File: config.mk
export PLATFORM = sky130hd
export DESIGN_NAME = fb_port_arbiter_flat
export DESIGN_NICKNAME = d
export VERILOG_FILES = /design/src/rtl/fb_pkg.sv /design/src/rtl/fb_port_arbiter_if.sv /design/src/rtl/fb_port_arbiter_wr_fifo.sv /design/src/rtl/fb_port_arbiter.sv /design/src/flat_wrapper.sv
export SDC_FILE = /design/constraint.sdc
export NUM_CORES = 1
export LEC_CHECK = 0
export CAP_MARGIN = 30
export CORE_ASPECT_RATIO = 0.9
export CORE_MARGIN = 10
export CORE_UTILIZATION = 45
export DETAILED_ROUTE_END_ITERATION = 16
export GPL_TIMING_DRIVEN = 0
export PLACE_DENSITY = 0.71
export SLEW_MARGIN = 20
export SYNTH_ARGS = -nofsm -noshare
export SYNTH_HDL_FRONTEND = slang
export SYNTH_HIERARCHICAL = 1
export SYNTH_SLANG_ARGS = --single-unit
File: constraint.sdc
create_clock -name i_clk -period 7.2 [get_ports i_clk]
set_input_delay 1.8 -clock i_clk [delete_from_list [all_inputs] [get_ports i_clk]]
set_output_delay 1.8 -clock i_clk [all_outputs]
set_load 0.05 [all_outputs]
File: src/rtl/fb_pkg.sv
// rtl/fb_pkg.sv - shared framebuffer types and geometry constants
package fb_pkg;

  // Framebuffer geometry, shared with the VGA readout and paint blocks
  localparam int FB_ADDR_W = 16;
  localparam int FB_DATA_W = 12;

  // Arbiter sequencing states
  typedef enum logic [1:0] {
    IDLE  = 2'd0,
    DRAIN = 2'd1,
    CLEAR = 2'd2
  } fsm_t;

endpackage

File: src/rtl/fb_port_arbiter_if.sv
// rtl/fb_port_arbiter_if.sv - display/paint/clear/RAM bus bundle for the framebuffer arbiter
interface fb_port_arbiter_if
  import fb_pkg::*;
#(
  parameter int ADDR_W = FB_ADDR_W,
  parameter int DATA_W = FB_DATA_W
);

  // Display read port
  logic              rd_req;
  logic [ADDR_W-1:0] rd_addr;
  logic              rd_valid;
  logic [DATA_W-1:0] rd_data;

  // Paint write port
  logic              wr_req;
  logic [ADDR_W-1:0] wr_addr;
  logic [DATA_W-1:0] wr_data;
  logic              wr_ready;
  logic              wr_ovf;

  // Clear sequencer control
  logic              clr_req;
  logic [DATA_W-1:0] clr_color;
  logic              clr_busy;
  logic              clr_done;

  // Framebuffer RAM command/response
  logic              mem_en;
  logic              mem_we;
  logic [ADDR_W-1:0] mem_addr;
  logic [DATA_W-1:0] mem_wdata;
  logic [DATA_W-1:0] mem_rdata;

  // Arbiter side
  modport slave (
    input  rd_req, rd_addr, wr_req, wr_addr, wr_data, clr_req, clr_color, mem_rdata,
    output rd_valid, rd_data, wr_ready, wr_ovf, clr_busy, clr_done,
    output mem_en, mem_we, mem_addr, mem_wdata
  );

  // Surrounding design side (paint, VGA readout, RAM)
  modport master (
    output rd_req, rd_addr, wr_req, wr_addr, wr_data, clr_req, clr_color, mem_rdata,
    input  rd_valid, rd_data, wr_ready, wr_ovf, clr_busy, clr_done,
    input  mem_en, mem_we, mem_addr, mem_wdata
  );

endinterface

File: src/rtl/fb_port_arbiter_wr_fifo.sv
// rtl/fb_port_arbiter_wr_fifo.sv - small synchronous FIFO buffering paint writes
module wr_fifo #(
  parameter int DEPTH = 4,
  parameter int WIDTH = 8
) (
  input  logic                   i_clk,
  input  logic                   i_rst,
  input  logic                   i_push,
  input  logic [WIDTH-1:0]       i_data,
  input  logic                   i_pop,
  output logic [WIDTH-1:0]       o_data,
  output logic                   o_full,
  output logic                   o_empty,
  output logic [$clog2(DEPTH):0] o_count
);

  localparam int PTR_W = $clog2(DEPTH);
  localparam int CNT_W = PTR_W + 1;

  logic [WIDTH-1:0] r_mem [DEPTH];
  logic [PTR_W-1:0] r_wptr;
  logic [PTR_W-1:0] r_rptr;
  logic [CNT_W-1:0] r_count;

  logic w_do_push;
  logic w_do_pop;

  // Overflowing pushes and underflowing pops are ignored rather than corrupting state
  assign w_do_push = i_push && !o_full;
  assign w_do_pop  = i_pop && !o_empty;

  // Pointer and occupancy tracking; DEPTH is a power of two so pointers wrap naturally
  always_ff @(posedge i_clk) begin
    if (!i_rst) begin
      r_wptr  <= '0;
      r_rptr  <= '0;
      r_count <= '0;
    end else begin
      if (w_do_push) r_wptr <= r_wptr + 1'b1;
      if (w_do_pop)  r_rptr <= r_rptr + 1'b1;
      case ({w_do_push, w_do_pop})
        2'b10:   r_count <= r_count + 1'b1;
        2'b01:   r_count <= r_count - 1'b1;
        default: r_count <= r_count;
      endcase
    end
  end

  // Entry storage; contents need no reset since occupancy gates every read
  always_ff @(posedge i_clk) begin
    if (w_do_push) r_mem[r_wptr] <= i_data;
  end

  assign o_data  = r_mem[r_rptr];
  assign o_full  = (r_count == CNT_W'(DEPTH));
  assign o_empty = (r_count == '0);
  assign o_count = r_count;

endmodule

File: src/rtl/fb_port_arbiter.sv
// rtl/fb_port_arbiter.sv - single-port framebuffer arbiter: display reads, buffered paint writes, clear fill
module fb_port_arbiter
  import fb_pkg::*;
#(
  parameter int ADDR_W   = FB_ADDR_W,
  parameter int DATA_W   = FB_DATA_W,
  parameter int WF_DEPTH = 4
) (
  input  logic               i_clk,
  input  logic               i_rst,
  fb_port_arbiter_if.slave   io_bus
);

  localparam int                ENT_W     = ADDR_W + DATA_W;
  localparam logic [ADDR_W-1:0] LAST_ADDR = '1;

  // Sequencer state
  fsm_t              r_state;
  logic [ADDR_W-1:0] r_clr_addr;
  logic [DATA_W-1:0] r_clr_color;
  logic              r_clr_done;
  logic              r_wr_ovf;

  // Read return pipeline
  logic              r_rd_pend;
  logic              r_rd_valid;
  logic [DATA_W-1:0] r_rd_data;

  // Write FIFO view
  logic                      w_full;
  logic                      w_empty;
  logic [$clog2(WF_DEPTH):0] w_count;
  logic [ENT_W-1:0]          w_head;
  logic                      w_push;
  logic                      w_pop;

  // RAM command for the current cycle
  logic              w_wr_ready;
  logic              w_clr_issue;
  logic              w_mem_en;
  logic              w_mem_we;
  logic [ADDR_W-1:0] w_mem_addr;
  logic [DATA_W-1:0] w_mem_wdata;

  // Paint writes are only accepted while idle so a clear never races fresh pixels
  assign w_wr_ready = !w_full && (r_state == IDLE);
  assign w_push     = io_bus.wr_req && w_wr_ready;

  wr_fifo #(
    .DEPTH (WF_DEPTH),
    .WIDTH (ENT_W)
  ) u_wr_fifo (
    .i_clk   (i_clk),
    .i_rst   (i_rst),
    .i_push  (w_push),
    .i_data  ({io_bus.wr_addr, io_bus.wr_data}),
    .i_pop   (w_pop),
    .o_data  (w_head),
    .o_full  (w_full),
    .o_empty (w_empty),
    .o_count (w_count)
  );

  // One RAM command per cycle: display read, then clear fill, then buffered paint
  always_comb begin
    w_mem_en    = 1'b0;
    w_mem_we    = 1'b0;
    w_mem_addr  = '0;
    w_mem_wdata = '0;
    w_pop       = 1'b0;
    w_clr_issue = 1'b0;
    if (i_rst) begin
      if (io_bus.rd_req) begin
        w_mem_en   = 1'b1;
        w_mem_addr = io_bus.rd_addr;
      end else if (r_state == CLEAR) begin
        w_mem_en    = 1'b1;
        w_mem_we    = 1'b1;
        w_mem_addr  = r_clr_addr;
        w_mem_wdata = r_clr_color;
        w_clr_issue = 1'b1;
      end else if (!w_empty) begin
        w_mem_en    = 1'b1;
        w_mem_we    = 1'b1;
        w_mem_addr  = w_head[ENT_W-1:DATA_W];
        w_mem_wdata = w_head[DATA_W-1:0];
        w_pop       = 1'b1;
      end
    end
  end

  // Clear sequencing: flush pending paint, then sweep every address once
  always_ff @(posedge i_clk) begin
    if (!i_rst) begin
      r_state     <= IDLE;
      r_clr_addr  <= '0;
      r_clr_color <= '0;
      r_clr_done  <= 1'b0;
    end else begin
      r_clr_done <= 1'b0;
      case (r_state)
        IDLE: begin
          if (io_bus.clr_req) begin
            r_state     <= DRAIN;
            r_clr_color <= io_bus.clr_color;
          end
        end
        DRAIN: begin
          if (w_count == '0) r_state <= CLEAR;
        end
        CLEAR: begin
          // The sweep only advances on cycles the display left free; the wrap returns it to 0
          if (w_clr_issue) begin
            r_clr_addr <= r_clr_addr + 1'b1;
            if (r_clr_addr == LAST_ADDR) begin
              r_state    <= IDLE;
              r_clr_done <= 1'b1;
            end
          end
        end
        default: r_state <= IDLE;
      endcase
    end
  end

  // Sticky record that a paint write was lost
  always_ff @(posedge i_clk) begin
    if (!i_rst) begin
      r_wr_ovf <= 1'b0;
    end else if (io_bus.wr_req && !w_wr_ready) begin
      r_wr_ovf <= 1'b1;
    end
  end

  // Two-cycle read return: RAM answers next cycle, then the pixel is registered
  always_ff @(posedge i_clk) begin
    if (!i_rst) begin
      r_rd_pend  <= 1'b0;
      r_rd_valid <= 1'b0;
      r_rd_data  <= '0;
    end else begin
      r_rd_pend  <= w_mem_en && !w_mem_we;
      r_rd_valid <= r_rd_pend;
      if (r_rd_pend) r_rd_data <= io_bus.mem_rdata;
    end
  end

  assign io_bus.rd_valid  = r_rd_valid;
  assign io_bus.rd_data   = r_rd_data;
  assign io_bus.wr_ready  = w_wr_ready;
  assign io_bus.wr_ovf    = r_wr_ovf;
  assign io_bus.clr_busy  = (r_state != IDLE);
  assign io_bus.clr_done  = r_clr_done;
  assign io_bus.mem_en    = w_mem_en;
  assign io_bus.mem_we    = w_mem_we;
  assign io_bus.mem_addr  = w_mem_addr;
  assign io_bus.mem_wdata = w_mem_wdata;

endmodule

File: src/flat_wrapper.sv
// flat-port wrapper written by rule: the top's interface ports become plain ports
module fb_port_arbiter_flat import fb_pkg::*;
#(
  parameter int ADDR_W   = FB_ADDR_W,
  parameter int DATA_W   = FB_DATA_W,
  parameter int WF_DEPTH = 4
)
  (i_clk, i_rst, io_bus_rd_req, io_bus_rd_addr, io_bus_wr_req, io_bus_wr_addr, io_bus_wr_data, io_bus_clr_req, io_bus_clr_color, io_bus_mem_rdata, io_bus_rd_valid, io_bus_rd_data, io_bus_wr_ready, io_bus_wr_ovf, io_bus_clr_busy, io_bus_clr_done, io_bus_mem_en, io_bus_mem_we, io_bus_mem_addr, io_bus_mem_wdata);
  fb_port_arbiter_if #(.ADDR_W(ADDR_W), .DATA_W(DATA_W)) io_bus_i ();
  input  logic i_clk;
  input  logic i_rst;
  input wire logic [$bits(io_bus_i.rd_req)-1:0] io_bus_rd_req;
  input wire logic [$bits(io_bus_i.rd_addr)-1:0] io_bus_rd_addr;
  input wire logic [$bits(io_bus_i.wr_req)-1:0] io_bus_wr_req;
  input wire logic [$bits(io_bus_i.wr_addr)-1:0] io_bus_wr_addr;
  input wire logic [$bits(io_bus_i.wr_data)-1:0] io_bus_wr_data;
  input wire logic [$bits(io_bus_i.clr_req)-1:0] io_bus_clr_req;
  input wire logic [$bits(io_bus_i.clr_color)-1:0] io_bus_clr_color;
  input wire logic [$bits(io_bus_i.mem_rdata)-1:0] io_bus_mem_rdata;
  output wire logic [$bits(io_bus_i.rd_valid)-1:0] io_bus_rd_valid;
  output wire logic [$bits(io_bus_i.rd_data)-1:0] io_bus_rd_data;
  output wire logic [$bits(io_bus_i.wr_ready)-1:0] io_bus_wr_ready;
  output wire logic [$bits(io_bus_i.wr_ovf)-1:0] io_bus_wr_ovf;
  output wire logic [$bits(io_bus_i.clr_busy)-1:0] io_bus_clr_busy;
  output wire logic [$bits(io_bus_i.clr_done)-1:0] io_bus_clr_done;
  output wire logic [$bits(io_bus_i.mem_en)-1:0] io_bus_mem_en;
  output wire logic [$bits(io_bus_i.mem_we)-1:0] io_bus_mem_we;
  output wire logic [$bits(io_bus_i.mem_addr)-1:0] io_bus_mem_addr;
  output wire logic [$bits(io_bus_i.mem_wdata)-1:0] io_bus_mem_wdata;
  assign io_bus_i.rd_req = io_bus_rd_req;
  assign io_bus_i.rd_addr = io_bus_rd_addr;
  assign io_bus_i.wr_req = io_bus_wr_req;
  assign io_bus_i.wr_addr = io_bus_wr_addr;
  assign io_bus_i.wr_data = io_bus_wr_data;
  assign io_bus_i.clr_req = io_bus_clr_req;
  assign io_bus_i.clr_color = io_bus_clr_color;
  assign io_bus_i.mem_rdata = io_bus_mem_rdata;
  assign io_bus_rd_valid = io_bus_i.rd_valid;
  assign io_bus_rd_data = io_bus_i.rd_data;
  assign io_bus_wr_ready = io_bus_i.wr_ready;
  assign io_bus_wr_ovf = io_bus_i.wr_ovf;
  assign io_bus_clr_busy = io_bus_i.clr_busy;
  assign io_bus_clr_done = io_bus_i.clr_done;
  assign io_bus_mem_en = io_bus_i.mem_en;
  assign io_bus_mem_we = io_bus_i.mem_we;
  assign io_bus_mem_addr = io_bus_i.mem_addr;
  assign io_bus_mem_wdata = io_bus_i.mem_wdata;
  fb_port_arbiter #(.ADDR_W(ADDR_W), .DATA_W(DATA_W), .WF_DEPTH(WF_DEPTH)) u_core (.i_clk(i_clk), .i_rst(i_rst), .io_bus(io_bus_i));
endmodule
After elaboration in Yosys (flattened, before gate mapping):

Memory sizes are Yosys's and may differ from the RTL's. A register that Yosys moved wholly into a read port is not among the register bits.
Cells that the tools add are included.

* input port bits: 73
* bits in writable memories: 112
* memories kept: 1
* bits in registers: 53

* equal/unequal tests: 10
* $add $sub $neg: 5
* muxes and demuxes: 31
* reduce and logical (&&, ||, !) cells: 18

Memory list
* u_core.u_wr_fifo.r_mem: depth 4, width 28, read ports 1, clocked after Yosys merged registers in 1, wr ports 1, line fb_port_arbiter_wr_fifo.sv:20 `logic [WIDTH-1:0] r_mem [DEPTH];`

Operators by type and width (number)
* $mux 16: 4
* $mux 12: 4
* $add 16x1->16 const B: 1
* $eq 16x16->1 const B: 1
* $mux 1: 15
* $mux 2: 6
* $logic_and 1x1->1: 6
* $pmux 2 s3: 1
* $pmux 3 s2: 1
* $add 2x1->2 const B: 2
* $eq 2x1->1 const B: 2
* $eq 2x2->1 const B: 2
* $logic_not 1->1: 4
* $ne 2x1->1 const B: 2
* $ne 2x2->1 const B: 2
* $reduce_and 2->1: 2
* $reduce_and 4->1: 1
* $reduce_bool 2->1: 2
* $add 3x1->3 const B: 1
* $eq 3x3->1 const B: 1
* $logic_not 3->1: 1
* $reduce_and 3->1: 1
* $sub 3x1->3 const B: 1
* $logic_not 2->1: 1

Logic depth before layout (Yosys ltp):

* word-level depth: 8
* depth in mapped cells: 13
* depth with buffers taken out: 12

Modules after synthesis:

Netlist, hierarchy kept.

By module, submodules not included
* wr_fifo: cells each 200, times used 1, area each 4554.4 um^2
* fb_port_arbiter: cells each 301, times used 1, area each 2402.3 um^2

Least setup slack after synthesis:

Ideal clock, no wire load.

* path type: input to output
* from: input i_rst
* to: output io_bus_mem_wdata[10]
* required time: 5400 ps
* setup slack: 1987 ps
* stages: 4
* arrival: 3413 ps
* path buffers: 2
* path through: clkbuf_1 nor4bb_1 clkbuf_1 a22o_1

* cells in the longest elaborated chain, start to end: 1

RTL lines
* start, declared: line flat_wrapper.sv:11 `input logic i_rst;`
* $mux 12: line fb_port_arbiter.sv:72 `if (i_rst) begin`
* end, declared: line flat_wrapper.sv:29 `output wire logic [$bits(io_bus_i.mem_wdata)-1:0] io_bus_mem_wdata;`

No other way between the ends.

Worst setup path after layout:

* from: input i_rst
* to: output io_bus_mem_wdata[5]

The elaborated chain is that of the path after synthesis.

==> summary.txt <==
STA
  • Final setup TNS: 0 ps
  • Worst-Margin Slew: 832 ps
  • Max-slew headroom: 44.0%
  • Final Cycle Share: 96.7%
  • RSZ-0062 raised after global routing: no
  • Fmax: 144 MHz
  • Max Slew Vio Count: 0
  • Fin. Hold Viols: 0
  • Final min period: 6960 ps
  • Worst Setup Slack, final: 239 ps
  • Worst Skew: 8.66 ps
  • Setup violators final: 0

GRT
  • Gr ovfl total: 0
  • All-Layer GR Usage: 16.7%
  • Vias in the first global route: 4823
  • Pin count of the biggest net entering global routing: 26
  • Initial antenna violation count: 0
  • First-pass GRT wire length: 26.3 mm

Clock network
  • CTS tree: built
  • Inserted Clock Buffers: 17
  • # hold bufs at CTS: 0
  • Clock Pin Slew Worst Setup and Hold Paths: 60 ps
  • Setup Fix Bufs, Post-CTS: 0
  • Clock Latency Late Sink: 420 ps
  • Longest Clk Path Bufs: 2
  • Root buf cell: clkbuf_16
  • Clock sinks: 167
  • H-Tree Depth: 4
  • Cells resized by post-CTS repair: 0

Route
  • Total number of vias: 4667
  • Drt pass-1 iters: 5
  • DRT iter0 DRCs: 338
  • Routed wire length: 17.1 mm
  • Detail Route Antenna Nets: 0
  • Via-per-instance ratio: 5.43
  • Number of remaining DRC errors: 0
  • DR WL/cell: 19.9 um

Yosys
  • Largest family of logic cells by synthesized area: multiplexers
  • Post-synth cell types: 50
  • Synth Area in Adders: 1.37%
  • Primary FF master, synth: edfxtp_1
  • Post-Synth Simple-Gate Area: 10.5%
  • YS warnings: 6
  • Compound-Gate Fraction of Synth Area: 7.59%
  • Async S/R FF share, synth: 0%
  • Post-synth EDFFs: 112
  • #FFs+latches synth: 167
  • Synth Instances: 501
  • Post-synthesis mux area share: 11.5%
  • Sequential area share after synthesis: 64.2%
  • XOR/XNOR Fraction of Synth Area: 1.13%
  • Synthesized area: 0.00696 sq mm
  • Syn Area/Cell: 13.9 sq um
  • Post-Syn Nets: 581

Floorplan
  • Floorplan row count: 43
  • Die width: 151 um
  • Core Footprint: 0.0153 sq mm
  • Die height: 138 um
  • Die ar.: 0.0208 sq mm
  • I/O pins: 120
  • Initial Utilization: 45.5%

Finish
  • Area delta synth->final: 30.8%
  • Most common cell after layout, fill and taps aside: clkdlybuf4s50_1
  • Design Area, Final: 0.00910 sq mm
  • Final core occ: 59.6%
  • Antenna diodes: 0
  • Share of layout cells above drive strength 1: 11.9%
  • Final net count: 724
  • Commonest non-fill, non-tap cells in the layout: clkdlybuf4s50_1 (119), edfxtp_1 (112), dfxtp_1 (55), nor2_1 (40), nand2_1 (39)

Pwr
  • Clk network pwr share: 35.9%
  • Flop pwr share: 43.8%
  • Sw Pwr: 0.000714 W
  • Power Dens Cells: 287 mW/mm^2
  • Logic pwr share: 20.3%
  • Maximum VDD drop: 0.000226 V
  • Switching share of power: 27.3%
  • Pwr Total: 0.00261 W
  • Leak pwr: 3.06 nW
  • P_int: 0.00190 W

Worst setup path
  • Crit path DAT: 5160 ps
  • WS Path Type: input pin to primary output
  • Startpoint Class: input pin
  • FF-to-FF path depth: 11
  • Critical Path Sink Type: primary output
  • Critical path required time: 5400 ps
  • Worst Path Max Fanout: 10

Run
  • Maxcap violations: 0

Outcome
  • Status: complete, no violations

Placement
  • # port buffers: 119
  • Dpl hpwl: 12.0 mm
  • Placement Setup Slack: 101 ps
  • Placer Congestion: 0.839
  • Placed Area: 0.00849 sq mm

Hold path
  • Hold crit path type: flop to flop
  • Hold Path Depth: 2
==> cell type report <==
class	count	area [sq um]
Sequential cell	167	4460
Clock inverter	14	181
Inverter	25	93.8
Buffer	31	165
Clock buffer	18	429
Fill cell	1199	6180
Multi-Input combinational cell	278	2240
Tap cell	202	253
Timing Repair Buffer	124	1280
==> power by group through the flow <==
stage	registers [W]	clock network, W	logic (W)
after floorplan	0.00117	0	0.000315
after global placement	0.00116	0	0.000504
after detailed placement	0.00116	0	0.000532
after CTS	0.00114	0.000956	0.000535
after global routing	0.00115	0.00100	0.000566
final	0.00114	0.000938	0.000531
==> cells by family after synthesis <==
family | after synthesis
AND/OR/NAND/NOR | 145
multiplexers | 45
XOR/XNOR | 9
AO/OA/AOI/OAI | 72
buffers and inverters | 56
adder cells (fa/ha/maj) | 7
flip-flops | 167
==> cell usage after synthesis, types with 5 or more instances <==
cell / n / area (sq um)
o211ai_1: 7 / 52.6
nand3_1: 9 / 45.0
a311oi_1: 6 / 52.6
nor2_1: 40 / 150
and2_1: 9 / 56.3
xnor2_1: 7 / 61.3
buf_1: 6 / 22.5
a22o_1: 12 / 105
mux4_2: 28 / 631
nor3_1: 10 / 50.1
buf_2: 6 / 30.0
dfxtp_1: 55 / 1100
o21ai_0: 8 / 40.0
or3_1: 5 / 31.3
edfxtp_1: 112 / 3360
a21oi_1: 17 / 85.1
mux2i_1: 17 / 170
inv_1: 23 / 86.3
clkbuf_1: 15 / 56.3
nand3b_1: 7 / 52.6
o211a_1: 9 / 90.1
nand2_1: 39 / 146
ha_1: 6 / 75.1
==> worst paths after layout <==
kind | startpoint | to | slack [ps]
min reg2reg | u_core/r_clr_color[7] | u_core/r_clr_color[7] | 460
max | i_rst | io_bus_mem_wdata[5] | 240
min | u_core/r_clr_color[7] | u_core/r_clr_color[7] | 460
max reg2reg | u_core/r_state[0] | u_core/u_wr_fifo/o_count[2] | 3460
==> registers in the layout, indices dropped and copies added (netlist names), named ones only <==
| register | cells |
|---|---|
| u_core/io_bus.rd_data | 12 |
| u_core/u_wr_fifo/o_count | 3 |
| u_core/u_wr_fifo/r_mem | 112 |
| u_core/r_rd_pend | 1 |
| u_core/io_bus.rd_valid | 1 |
| u_core/u_wr_fifo/r_rptr | 2 |
| u_core/io_bus.wr_ovf | 1 |
| u_core/r_clr_addr | 16 |
| u_core/io_bus.clr_done | 1 |
| u_core/r_state | 2 |
| u_core/u_wr_fifo/r_wptr | 2 |
| u_core/r_clr_color | 12 |
==> layer usage <==
metal / vias up / track usage, % / share of wire (%)
met5: - / 0 / 0
met4: 0 / 6.09 / 1.7
met3: 22 / 5.29 / 8.3
met2: 183 / 27.5 / 48
met1: 2288 / 20.2 / 42
li1: 2174 / - / -
==> metrics by stage <==
step	cells	hold WS (ps)
5_1_grt	859	482
3_3_place_gp	822	444
2_1_floorplan	501	437
6_report	859	459
4_1_cts	858	460
3_5_place_dp	826	451
==> worst max-delay path: stages <==
cell and delay, ps:
clkdlybuf4s50_1 580, clkbuf_1 450, nor4bb_1 530, clkbuf_2 250
clkbuf_1 460, a22o_1 270, clkdlybuf4s50_1 810
Power figures use the tool's default switching activity.
